[src/rtl/pc_gen.sv]
// Fetch PC generator: produces the icache request address, slot mask and misalign flag.
// Latency: all outputs registered; a redirect presented this cycle appears on pc_o after the next edge.
// Backpressure: pause_i[0] or inst_ready_i=0 holds pc_o; branches seen while held wait in a one-entry pending slot.
module pc_gen #(
   parameter int                    ADDR_WIDTH   = 32,
   parameter int                    FETCH_WIDTH  = 2,
   parameter logic [ADDR_WIDTH-1:0] RESET_VECTOR = 32'h1c000000
) (
   input  logic                   clk,
   input  logic                   rst,
   input  logic [5:0]             pause_i,
   input  logic                   flush_i,
   input  logic [ADDR_WIDTH-1:0]  flush_target_i,
   input  logic                   is_branch_i,
   input  logic [ADDR_WIDTH-1:0]  branch_target_i,
   input  logic                   inst_ready_i,
   output logic [ADDR_WIDTH-1:0]  pc_o,
   output logic                   inst_en_o,
   output logic [FETCH_WIDTH-1:0] inst_mask_o,
   output logic                   adef_o
);

   // Fetch block geometry: BLK_BYTES per request, OFF_W byte-offset bits inside a block.
   localparam int                    BLK_BYTES = 4 * FETCH_WIDTH;
   localparam int                    OFF_W     = $clog2(BLK_BYTES);
   localparam logic [ADDR_WIDTH-1:0] BLK_INC   = ADDR_WIDTH'(BLK_BYTES);
   localparam logic [ADDR_WIDTH-1:0] BLK_ALIGN = ~ADDR_WIDTH'(BLK_BYTES - 1);

   typedef enum logic {S_IDLE, S_RUN} state_t;

   state_t                  r_state;
   logic [ADDR_WIDTH-1:0]   r_pc;
   logic                    r_en;
   logic [FETCH_WIDTH-1:0]  r_mask;
   logic                    r_adef;
   logic                    r_pend_vld;
   logic [ADDR_WIDTH-1:0]   r_pend_tgt;

   logic                    w_run;
   logic                    w_adv;
   logic [ADDR_WIDTH-1:0]   w_seq_pc;
   logic [ADDR_WIDTH-1:0]   w_pc_nxt;
   logic                    w_pend_vld_nxt;
   logic [ADDR_WIDTH-1:0]   w_pend_tgt_nxt;
   logic                    w_en_nxt;
   logic                    w_adef_nxt;
   logic [FETCH_WIDTH-1:0]  w_mask_nxt;
   logic                    w_unused_pause;

   // Only the PC-stage stall bit matters here; the other stage bits are deliberately dropped.
   assign w_unused_pause = ^pause_i[5:1];

   assign w_run    = (r_state == S_RUN);
   // Advance when running, not stalled, and either the icache took the request or none is outstanding.
   assign w_adv    = w_run & ~pause_i[0] & (inst_ready_i | ~r_en);
   assign w_seq_pc = (r_pc & BLK_ALIGN) + BLK_INC;

   // Next-PC selection: flush > misalign hold > advance (new branch > pending > sequential) > hold/capture.
   always_comb begin
      w_pc_nxt       = r_pc;
      w_pend_vld_nxt = r_pend_vld;
      w_pend_tgt_nxt = r_pend_tgt;
      if (!w_run) begin
         if (flush_i) begin
            w_pc_nxt = flush_target_i;
         end
         w_pend_vld_nxt = 1'b0;
      end else if (flush_i) begin
         w_pc_nxt       = flush_target_i;
         w_pend_vld_nxt = 1'b0;
      end else if (r_adef) begin
         // Misaligned PC is parked until a flush; branches and advance are ignored.
         w_pc_nxt = r_pc;
      end else if (w_adv) begin
         if (is_branch_i) begin
            w_pc_nxt = branch_target_i;
         end else if (r_pend_vld) begin
            w_pc_nxt = r_pend_tgt;
         end else begin
            w_pc_nxt = w_seq_pc;
         end
         w_pend_vld_nxt = 1'b0;
      end else if (is_branch_i) begin
         // Stalled: remember the newest branch so it is not lost.
         w_pend_vld_nxt = 1'b1;
         w_pend_tgt_nxt = branch_target_i;
      end
   end

   // After any non-reset edge the FSM is in RUN, so request/misalign depend only on the next PC.
   assign w_en_nxt   = (w_pc_nxt[1:0] == 2'b00);
   assign w_adef_nxt = ~w_en_nxt;

   generate
      if (FETCH_WIDTH == 1) begin : g_mask_single
         assign w_mask_nxt = w_en_nxt;
      end else begin : g_mask_multi
         localparam int SLOT_W = OFF_W - 2;
         logic [SLOT_W-1:0] w_slot_nxt;
         assign w_slot_nxt = w_pc_nxt[OFF_W-1:2];
         for (genvar k = 0; k < FETCH_WIDTH; k++) begin : g_slot
            // Slots below the entry offset belong to instructions before the target.
            assign w_mask_nxt[k] = w_en_nxt & (SLOT_W'(k) >= w_slot_nxt);
         end
      end
   endgenerate

   // State, PC, pending branch and registered outputs; reset discards everything in one edge.
   always_ff @(posedge clk) begin
      if (rst) begin
         r_state    <= S_IDLE;
         r_pc       <= RESET_VECTOR;
         r_en       <= 1'b0;
         r_mask     <= '0;
         r_adef     <= 1'b0;
         r_pend_vld <= 1'b0;
         r_pend_tgt <= '0;
      end else begin
         r_state    <= S_RUN;
         r_pc       <= w_pc_nxt;
         r_en       <= w_en_nxt;
         r_mask     <= w_mask_nxt;
         r_adef     <= w_adef_nxt;
         r_pend_vld <= w_pend_vld_nxt;
         r_pend_tgt <= w_pend_tgt_nxt;
      end
   end

   assign pc_o        = r_pc;
   assign inst_en_o   = r_en;
   assign inst_mask_o = r_mask;
   assign adef_o      = r_adef;

endmodule

[config.mk]
export PLATFORM = sky130hd
export DESIGN_NAME = pc_gen
export DESIGN_NICKNAME = d
export VERILOG_FILES = /design/src/rtl/pc_gen.sv
export SDC_FILE = /design/constraint.sdc
export NUM_CORES = 1
export LEC_CHECK = 0
export BUFFER_PORTS_ARGS = -buffer_cell sky130_fd_sc_hd__buf_2
export CORE_MARGIN = 3
export CORE_UTILIZATION = 31
export CTS_CLUSTER_DIAMETER = 120
export DETAILED_ROUTE_END_ITERATION = 8
export GPL_ROUTABILITY_DRIVEN = 1
export PLACE_DENSITY = 0.55
export SLEW_MARGIN = 20
export SYNTH_ARGS = -nofsm -noshare
export SYNTH_HDL_FRONTEND = slang
export SYNTH_SLANG_ARGS = --single-unit
[constraint.sdc]
create_clock -name clk -period 4.38 [get_ports clk]
set_input_delay 0.219 -clock clk [delete_from_list [all_inputs] [get_ports clk]]
set_output_delay 0.219 -clock clk [all_outputs]
set_load 0.05 [all_outputs]
==> impl_metrics.xml, run 1 <==
<?xml version="1.0" encoding="UTF-8"?>
<metrics>
  <group name="drt">
    <metric name="routedWlPerCell" unit="µm">17.74</metric>
    <metric name="drt_drc_violations_left" unit="">0</metric>
    <metric name="vias" unit="">4051</metric>
    <metric name="route.final.wire_length" unit="µm">13320</metric>
    <metric name="initialDrtViolationCount" unit="">249</metric>
    <metric name="vias_per_cell" unit="">5.394</metric>
    <metric name="dr.pass1.iters" unit="">4</metric>
    <metric name="postRouteAntennaNets" unit="">0</metric>
  </group>
  <group name="yosys">
    <metric name="synth_compound_gate_area_share" unit="%">22.74</metric>
    <metric name="synth.avg_cell_area" unit="µm²">8.209</metric>
    <metric name="synth-seq-cells" unit="">69</metric>
    <metric name="synth_top_family_by_area" unit="">simple AND/OR/NAND/NOR gates</metric>
    <metric name="post_synth_mux_area_share" unit="%">9.736</metric>
    <metric name="synthDistinctLibCells" unit="">63</metric>
    <metric name="postSynthNetCount" unit="">566</metric>
    <metric name="syn_area" unit="µm²">4023</metric>
    <metric name="most_used_dff_post_synth" unit="">dfxtp_1</metric>
    <metric name="synth_enable_flop_cells" unit="">0</metric>
    <metric name="async_flop_share" unit="%">0</metric>
    <metric name="synth_largest_type_area_fraction" unit="%">34.34</metric>
    <metric name="synth_area_leader_cell" unit="">dfxtp_1</metric>
    <metric name="synthAdderAreaFrac" unit="%">0.3110</metric>
    <metric name="synth.top_cells.by_area" unit="">dfxtp_1 (34%), mux2i_1 (9.5%), nor2_1 (5.0%)</metric>
    <metric name="synth.yosys.seq_area_share" unit="%">34.34</metric>
    <metric name="synth_simple_gate_area_share" unit="%">22.89</metric>
    <metric name="postSynthCellCount" unit="">490</metric>
    <metric name="synthXorXnorAreaFrac" unit="%">3.266</metric>
    <metric name="yosys_warnings" unit="">0</metric>
  </group>
  <group name="clock_network">
    <metric name="cts_buffer_depth" unit="">2</metric>
    <metric name="clock_edge_transition_at_the_registers_on_the_reported_setup_and_hold_paths" unit="ns">0.06</metric>
    <metric name="cts-resized-gates" unit="">0</metric>
    <metric name="clock_insertion_delay_worst_skew" unit="ns">0.33</metric>
    <metric name="clock-root-buffer" unit="">clkbuf_16</metric>
    <metric name="cts-hold-fix-buffers" unit="">0</metric>
    <metric name="postCtsSetupBuffers" unit="">0</metric>
    <metric name="clock_tree_from_tritoncts" unit="">done</metric>
    <metric name="cts.htree.levels" unit="">3</metric>
    <metric name="cts.sink_count" unit="">69</metric>
    <metric name="cts_buffers" unit="">9</metric>
  </group>
  <group name="critical_path">
    <metric name="critPathKind" unit="">reg -&gt; reg</metric>
    <metric name="crit_fanout" unit="">12</metric>
    <metric name="timing.critical_path.from_type" unit="">flop</metric>
    <metric name="critPathSlowestCell" unit="">nor3_1</metric>
    <metric name="critical_path.n_buffers_inverters" unit="">1</metric>
    <metric name="setup.reg_to_reg.worst_slack" unit="ns">2.01</metric>
    <metric name="crit_path_max_delay_family" unit="">simple AND/OR/NAND/NOR gates</metric>
    <metric name="cp_cell_sequence" unit="">nor2b_1 -&gt; nand3_1 -&gt; buf_4 -&gt; nor3_1 -&gt; o311ai_0 -&gt; o22ai_1</metric>
    <metric name="critical_path_arrival" unit="ns">2.63</metric>
    <metric name="endpoint_class_of_the_critical_path" unit="">flop</metric>
    <metric name="crit_path_max_incr_delay" unit="ns">0.60</metric>
    <metric name="required" unit="ns">4.63</metric>
  </group>
  <group name="floorplanning">
    <metric name="core_region_area" unit="µm²">12360</metric>
    <metric name="initial_utilization" unit="%">32.54</metric>
    <metric name="die_w" unit="µm">119.9</metric>
    <metric name="die_area" unit="µm²">14380</metric>
    <metric name="placement_rows" unit="">40</metric>
    <metric name="ports_placed_on_the_boundary" unit="">111</metric>
    <metric name="die-height" unit="µm">119.9</metric>
  </group>
  <group name="final_layout">
    <metric name="nets" unit="">654</metric>
    <metric name="flow.area_growth_from_synthesis" unit="%">23.14</metric>
    <metric name="layout-drive-gt1-share" unit="%">24.53</metric>
    <metric name="final_util" unit="%">40.07</metric>
    <metric name="final_antenna_diode_count" unit="">0</metric>
    <metric name="layout.cells.most_common_list" unit="">buf_2 (105), dfxtp_1 (69), nor2_1 (54), nand2_1 (47), mux2i_1 (38)</metric>
    <metric name="instances_no_fill" unit="">751</metric>
    <metric name="fill_cells" unit="">1284</metric>
    <metric name="most_common_cell_after_layout_fill_and_taps_aside" unit="">buf_2</metric>
  </group>
  <group name="global_route">
    <metric name="grt_max_degree" unit="">52</metric>
    <metric name="vias_in_the_first_global_route" unit="">3974</metric>
    <metric name="grt_util_all_layers" unit="%">18.12</metric>
    <metric name="global_route.overflow_total" unit="">0</metric>
    <metric name="number_of_antenna_violations_at_the_first_check_in_global_routing" unit="">0</metric>
    <metric name="grt_first_pass_wirelength" unit="µm">20880</metric>
  </group>
  <group name="pwr">
    <metric name="pwr-share-comb" unit="%">17.3</metric>
    <metric name="power_switching" unit="µW">543.0</metric>
    <metric name="swShare" unit="%">28.90</metric>
    <metric name="peakVddDrop" unit="mV">0.2208</metric>
    <metric name="leakage_power_total" unit="µW">0.002209</metric>
    <metric name="share_seq_of_total_power" unit="%">37.1</metric>
    <metric name="p_int" unit="µW">1336</metric>
    <metric name="pwr-share-clk" unit="%">45.6</metric>
    <metric name="power-per-cell-area" unit="nW/µm²">379.3</metric>
  </group>
  <group name="timing">
    <metric name="grt_setup_unrepaired" unit="">no</metric>
    <metric name="slew_headroom" unit="%">34.98</metric>
    <metric name="final_period_minus_worst_setup_slack" unit="ns">2.375</metric>
    <metric name="timing.final.setup_violations" unit="">0</metric>
    <metric name="slew_limit_fails" unit="">0</metric>
    <metric name="clock-skew-final" unit="ns">0.005409</metric>
    <metric name="fmaxAchievable" unit="GHz">0.4211</metric>
    <metric name="hold_violations" unit="">0</metric>
    <metric name="tns" unit="ns">0</metric>
    <metric name="final.period_utilization" unit="%">54.22</metric>
    <metric name="worst_pin_slew" unit="ns">0.9724</metric>
  </group>
  <group name="placed_design">
    <metric name="place.gp.congestion" unit="">0.8166</metric>
    <metric name="dpl.cell_count" unit="">735</metric>
    <metric name="numPortBuffers" unit="">105</metric>
    <metric name="dpl.hpwl" unit="µm">9001</metric>
  </group>
  <group name="run">
    <metric name="count_of_maximum_capacitance_violations" unit="">0</metric>
  </group>
  <group name="worst_hold_path">
    <metric name="min-delay-path-class" unit="">in -&gt; reg</metric>
  </group>
  <group name="status">
    <metric name="run_status" unit="">complete, no violations</metric>
  </group>
</metrics>
[final cells by class]
class / count / area, µm² / area share (%)
Multi-Input combinational cell: 372 / 2371 / 47.87
Timing Repair Buffer: 115 / 600.6 / 12.12
Inverter: 11 / 41.29 / 0.8335
Tap cell: 168 / 210.2 / 4.244
Sequential cell: 69 / 1381 / 27.89
Clock inverter: 6 / 110.1 / 2.223
Clock buffer: 10 / 239.0 / 4.824
[cells by family (layout without fill, tap and decap cells)]
family / count (synthesis) / count (layout)
mux: 39 / 39
fa+ha+maj: 1 / 1
flops: 69 / 69
xor+xnor: 15 / 15
simple gates: 183 / 183
compound gates: 134 / 134
buf+inv: 49 / 142
[final timing paths]
kind / start / endpoint / cells past startpoint
min reg2reg: r_state$_DFF_P_ / r_pend_vld$_SDFFE_PP0P_ / 1
min: flush_target_i[4] / pc_o[4]$_SDFFE_PP0P_ / 2
max reg2reg: adef_o$_SDFF_PP0_ / pc_o[22]$_SDFFE_PP0P_ / 6
max: adef_o$_SDFF_PP0_ / pc_o[22]$_SDFFE_PP0P_ / 6
[power by group through the flow]
stage	combinational (µW)	sequential, µW	clock, µW
5_1_grt	352	701	898
4_1_cts	326	696	868
3_3_place_gp	322	709	0
2_1_floorplan	150	783	0
3_5_place_dp	325	710	0
6_report	325	697	858
[worst register-to-register path, cell delays in order, from the launching register on]
cell,delay (ns)
dfxtp_1,0.33
nor2b_1,0.22
nand3_1,0.37
buf_4,0.33
nor3_1,0.60
o311ai_0,0.28
o22ai_1,0.17
[Yosys cell counts, types with 3 or more instances]
master,count
xnor2_1,8
buf_2,6
o211a_1,3
a21oi_1,23
and3_1,8
o221ai_1,5
nor3_1,12
nor2_1,54
a22oi_1,11
o22ai_1,7
inv_1,11
o211ai_1,8
o31a_1,3
nand3_1,15
mux2i_1,38
nor4_1,6
clkbuf_1,22
buf_4,3
nand4_1,8
xor2_1,7
a211oi_1,4
clkbuf_8,6
and4_1,4
o21ai_0,31
or3_1,6
o31ai_1,3
o311ai_0,3
nand2b_1,4
a311oi_1,3
dfxtp_1,69
and2_1,5
nand2_1,47
o32ai_1,3
[flip-flops by register name (all words and copies together) (netlist names)]
signal / count
pc_o: 32
r_pend_tgt: 32
adef_o: 1
inst_en_o: 1
inst_mask_o: 1
r_pend_vld: 1
r_state: 1
[stage by stage]
stage | area (µm²) | setup WS (ns) | hold slack, ns | power (µW)
2_1_floorplan | 4023 | 2.094 | 0.3499 | 932.4
3_3_place_gp | 4604 | 1.869 | 0.4506 | 1030
3_5_place_dp | 4604 | 1.794 | 0.4548 | 1035
4_1_cts | 4954 | 1.999 | 0.1147 | 1891
5_1_grt | 4954 | 1.819 | 0.1103 | 1951
6_report | 4954 | 2.005 | 0.1197 | 1879
[metal layers]
layer  share of wire, %  global-route usage (%)
met5                  0                       0
met2                 45                   28.42
met3                6.6                   3.911
met4                2.1                   7.301
met1                 46                   24.19
No activity file was read; power rests on OpenSTA's default activity.
==> inputs of run 2 (changes only) <==
--- a/config.mk
+++ b/config.mk
@@ -11,7 +11,7 @@
 export CTS_CLUSTER_DIAMETER = 120
 export DETAILED_ROUTE_END_ITERATION = 8
 export GPL_ROUTABILITY_DRIVEN = 1
-export PLACE_DENSITY = 0.55
+export PLACE_DENSITY = 0.57
 export SLEW_MARGIN = 20
 export SYNTH_ARGS = -nofsm -noshare
 export SYNTH_HDL_FRONTEND = slang
==> constraint.sdc (replaced) <==
create_clock -name clk -period 2 [get_ports clk]
set_input_delay 0.1 -clock clk [delete_from_list [all_inputs] [get_ports clk]]
set_output_delay 0.1 -clock clk [all_outputs]
set_load 0.05 [all_outputs]
==> run 2 against run 1 <==
Against the previous run: hold slack got worse by 0.11 ns; setup slack got worse by 1.9 ns; final area increased by 4.6%; cell count is 3.9% higher; critical endpoint is now pc_o[19]$_SDFFE_PP0P_; largest cell class unchanged.
==> impl_metrics.xml, run 2 (synthesis results as in run 1) <==
<?xml version="1.0" encoding="UTF-8"?>
<metrics>
  <group name="status">
    <metric name="run_status" unit="">complete, no violations</metric>
  </group>
  <group name="pwr">
    <metric name="leakage_power_total" unit="µW">0.002342</metric>
    <metric name="power-per-cell-area" unit="nW/µm²">761.1</metric>
    <metric name="peakVddDrop" unit="mV">0.3005</metric>
  </group>
  <group name="drt">
    <metric name="postRouteAntennaNets" unit="">0</metric>
    <metric name="dr.pass1.iters" unit="">5</metric>
    <metric name="vias_per_cell" unit="">5.386</metric>
    <metric name="route.final.wire_length" unit="µm">13570</metric>
    <metric name="routedWlPerCell" unit="µm">17.40</metric>
    <metric name="initialDrtViolationCount" unit="">313</metric>
    <metric name="vias" unit="">4201</metric>
    <metric name="drt_drc_violations_left" unit="">0</metric>
  </group>
  <group name="floorplanning">
    <metric name="placement_rows" unit="">40</metric>
    <metric name="die_area" unit="µm²">14380</metric>
    <metric name="initial_utilization" unit="%">32.54</metric>
    <metric name="die_w" unit="µm">119.9</metric>
    <metric name="die-height" unit="µm">119.9</metric>
    <metric name="ports_placed_on_the_boundary" unit="">111</metric>
    <metric name="core_region_area" unit="µm²">12360</metric>
  </group>
  <group name="timing">
    <metric name="timing.final.ws_setup" unit="ns">0.1447</metric>
    <metric name="tns" unit="ns">0</metric>
    <metric name="slew_limit_fails" unit="">0</metric>
    <metric name="grt_setup_unrepaired" unit="">yes</metric>
    <metric name="clock-skew-final" unit="ns">0.006359</metric>
    <metric name="fmaxAchievable" unit="GHz">0.5390</metric>
    <metric name="final.period_utilization" unit="%">92.77</metric>
    <metric name="timing.final.setup_violations" unit="">0</metric>
    <metric name="slew_headroom" unit="%">63.74</metric>
    <metric name="fin_hold_ws" unit="ns">0.007179</metric>
    <metric name="final_period_minus_worst_setup_slack" unit="ns">1.855</metric>
    <metric name="worst_pin_slew" unit="ns">0.5426</metric>
    <metric name="hold_violations" unit="">0</metric>
  </group>
  <group name="final_layout">
    <metric name="most_common_cell_after_layout_fill_and_taps_aside" unit="">buf_2</metric>
    <metric name="flow.area_growth_from_synthesis" unit="%">28.77</metric>
    <metric name="layout-drive-gt1-share" unit="%">30.11</metric>
    <metric name="fill_cells" unit="">1290</metric>
    <metric name="nets" unit="">682</metric>
    <metric name="design_area" unit="µm²">5180</metric>
    <metric name="instances_no_fill" unit="">780</metric>
    <metric name="layout.cells.most_common_list" unit="">buf_2 (105), nor2_1 (54), dfxtp_1 (54), nand2_1 (47), mux2i_1 (38)</metric>
  </group>
  <group name="global_route">
    <metric name="grt_util_all_layers" unit="%">18.46</metric>
    <metric name="grt_max_degree" unit="">25</metric>
    <metric name="number_of_antenna_violations_at_the_first_check_in_global_routing" unit="">0</metric>
    <metric name="vias_in_the_first_global_route" unit="">4033</metric>
    <metric name="grt_first_pass_wirelength" unit="µm">21130</metric>
    <metric name="global_route.overflow_total" unit="">0</metric>
  </group>
  <group name="clock_network">
    <metric name="cts.htree.levels" unit="">3</metric>
    <metric name="cts_buffers" unit="">9</metric>
    <metric name="clock_tree_from_tritoncts" unit="">done</metric>
    <metric name="cts.sink_count" unit="">69</metric>
    <metric name="clock_insertion_delay_worst_skew" unit="ns">0.34</metric>
    <metric name="clock_edge_transition_at_the_registers_on_the_reported_setup_and_hold_paths" unit="ns">0.05</metric>
    <metric name="cts_buffer_depth" unit="">2</metric>
    <metric name="clock-root-buffer" unit="">clkbuf_16</metric>
  </group>
  <group name="critical_path">
    <metric name="critPathKind" unit="">reg -&gt; reg</metric>
    <metric name="endpoint_class_of_the_critical_path" unit="">flop</metric>
    <metric name="timing.critical_path.depth" unit="">6</metric>
    <metric name="critPathSlowestCell" unit="">or4_1</metric>
    <metric name="crit_path_max_delay_family" unit="">simple AND/OR/NAND/NOR gates</metric>
    <metric name="critical_path_arrival" unit="ns">2.07</metric>
    <metric name="r2r.worst_path.cells" unit="">6</metric>
    <metric name="timing.critical_path.from_type" unit="">flop</metric>
    <metric name="crit_path_max_incr_delay" unit="ns">0.50</metric>
    <metric name="crit_fanout" unit="">6</metric>
    <metric name="cp_cell_sequence" unit="">ha_2 -&gt; nand4_4 -&gt; or4_1 -&gt; and3_1 -&gt; o31ai_1 -&gt; a21oi_1</metric>
    <metric name="required" unit="ns">2.22</metric>
    <metric name="critical_path.n_buffers_inverters" unit="">0</metric>
  </group>
  <group name="placed_design">
    <metric name="post_dp_cell_area" unit="µm²">4781</metric>
    <metric name="place.gp.congestion" unit="">0.8437</metric>
    <metric name="dpl.hpwl" unit="µm">9810</metric>
    <metric name="numPortBuffers" unit="">105</metric>
    <metric name="dpl.cell_count" unit="">755</metric>
    <metric name="placement.setup.worst_slack" unit="ns">0.04162</metric>
  </group>
  <group name="run">
    <metric name="count_of_maximum_capacitance_violations" unit="">0</metric>
  </group>
  <group name="worst_hold_path">
    <metric name="min-delay-path-class" unit="">in -&gt; reg</metric>
    <metric name="min_delay_path_depth" unit="">3</metric>
  </group>
</metrics>
==> run 2: cell count changes in the layout (fill, tap and decap cells not counted), moves of 2 or more <==
cell	before	now
buf_4	10	33
clkbuf_8	1	3
clkinv_2	1	3
clkinvlp_4	2	0
bufinv_16	3	1
dfxtp_1	69	54
dfxtp_4	0	2
dlygate4sd3_1	0	5
dfxtp_2	0	13
==> run 2: path summary, 6_finish.rpt <==
kind	start	to	slack, ns
min reg2reg	r_state$_DFF_P_	r_pend_vld$_SDFFE_PP0P_	0.48
min	branch_target_i[9]	r_pend_tgt[9]$_SDFFE_PP0P_	0.007
max	pc_o[3]$_SDFFE_PP0P_	pc_o[19]$_SDFFE_PP0P_	0.14
max reg2reg	pc_o[3]$_SDFFE_PP0P_	pc_o[19]$_SDFFE_PP0P_	0.14
==> run 2: stage by stage <==
stage,power [µW],util (%)
after floorplan,2047,-
after global placement,2285,38.67
after detailed placement,2295,38.67
after CTS,3983,41.60
after global routing,4115,41.88
final,3942,41.90
==> run 2: worst reg2reg max path, stage by stage (launching register included) <==
cell,delay (ns)
dfxtp_4,0.37
ha_2,0.24
nand4_4,0.11
or4_1,0.50
and3_1,0.20
o31ai_1,0.23
a21oi_1,0.09
==> run 2: where the power goes <==
group / total [µW] / internal (µW) / switching (µW)
clock network: 1670 / 1060 / 605
registers: 1530 / 1450 / 82.3
logic: 748 / 261 / 487
total: 3940 / 2770 / 1170
==> run 2: routing by layer <==
metal	vias to the layer above	global-route usage [%]	share of wire (%)
met5	-	0	0
met3	18	4.760	7.3
met2	140	29.72	47
li1	2046	-	-
met1	1997	24.19	44
met4	0	5.798	1.5
==> run 2: cell type report <==
type | count | area, µm² | share of cell area (%)
Timing Repair Buffer | 143 | 823.3 | 15.89
Tap cell | 168 | 210.2 | 4.058
Sequential cell | 69 | 1405 | 27.13
Clock inverter | 4 | 45.04 | 0.8696
Inverter | 11 | 41.29 | 0.7971
Clock buffer | 12 | 266.5 | 5.145
Antenna cell | 1 | 2.502 | 0.04831
Multi-Input combinational cell | 372 | 2386 | 46.06
==> run 2: timing repair <==
action,in CTS,in global routing
hold buffers,5,0
endpoints found under the hold margin,5,0
resized for setup,0,2
endpoints found under the setup margin,0,7
buffers inserted,0,3
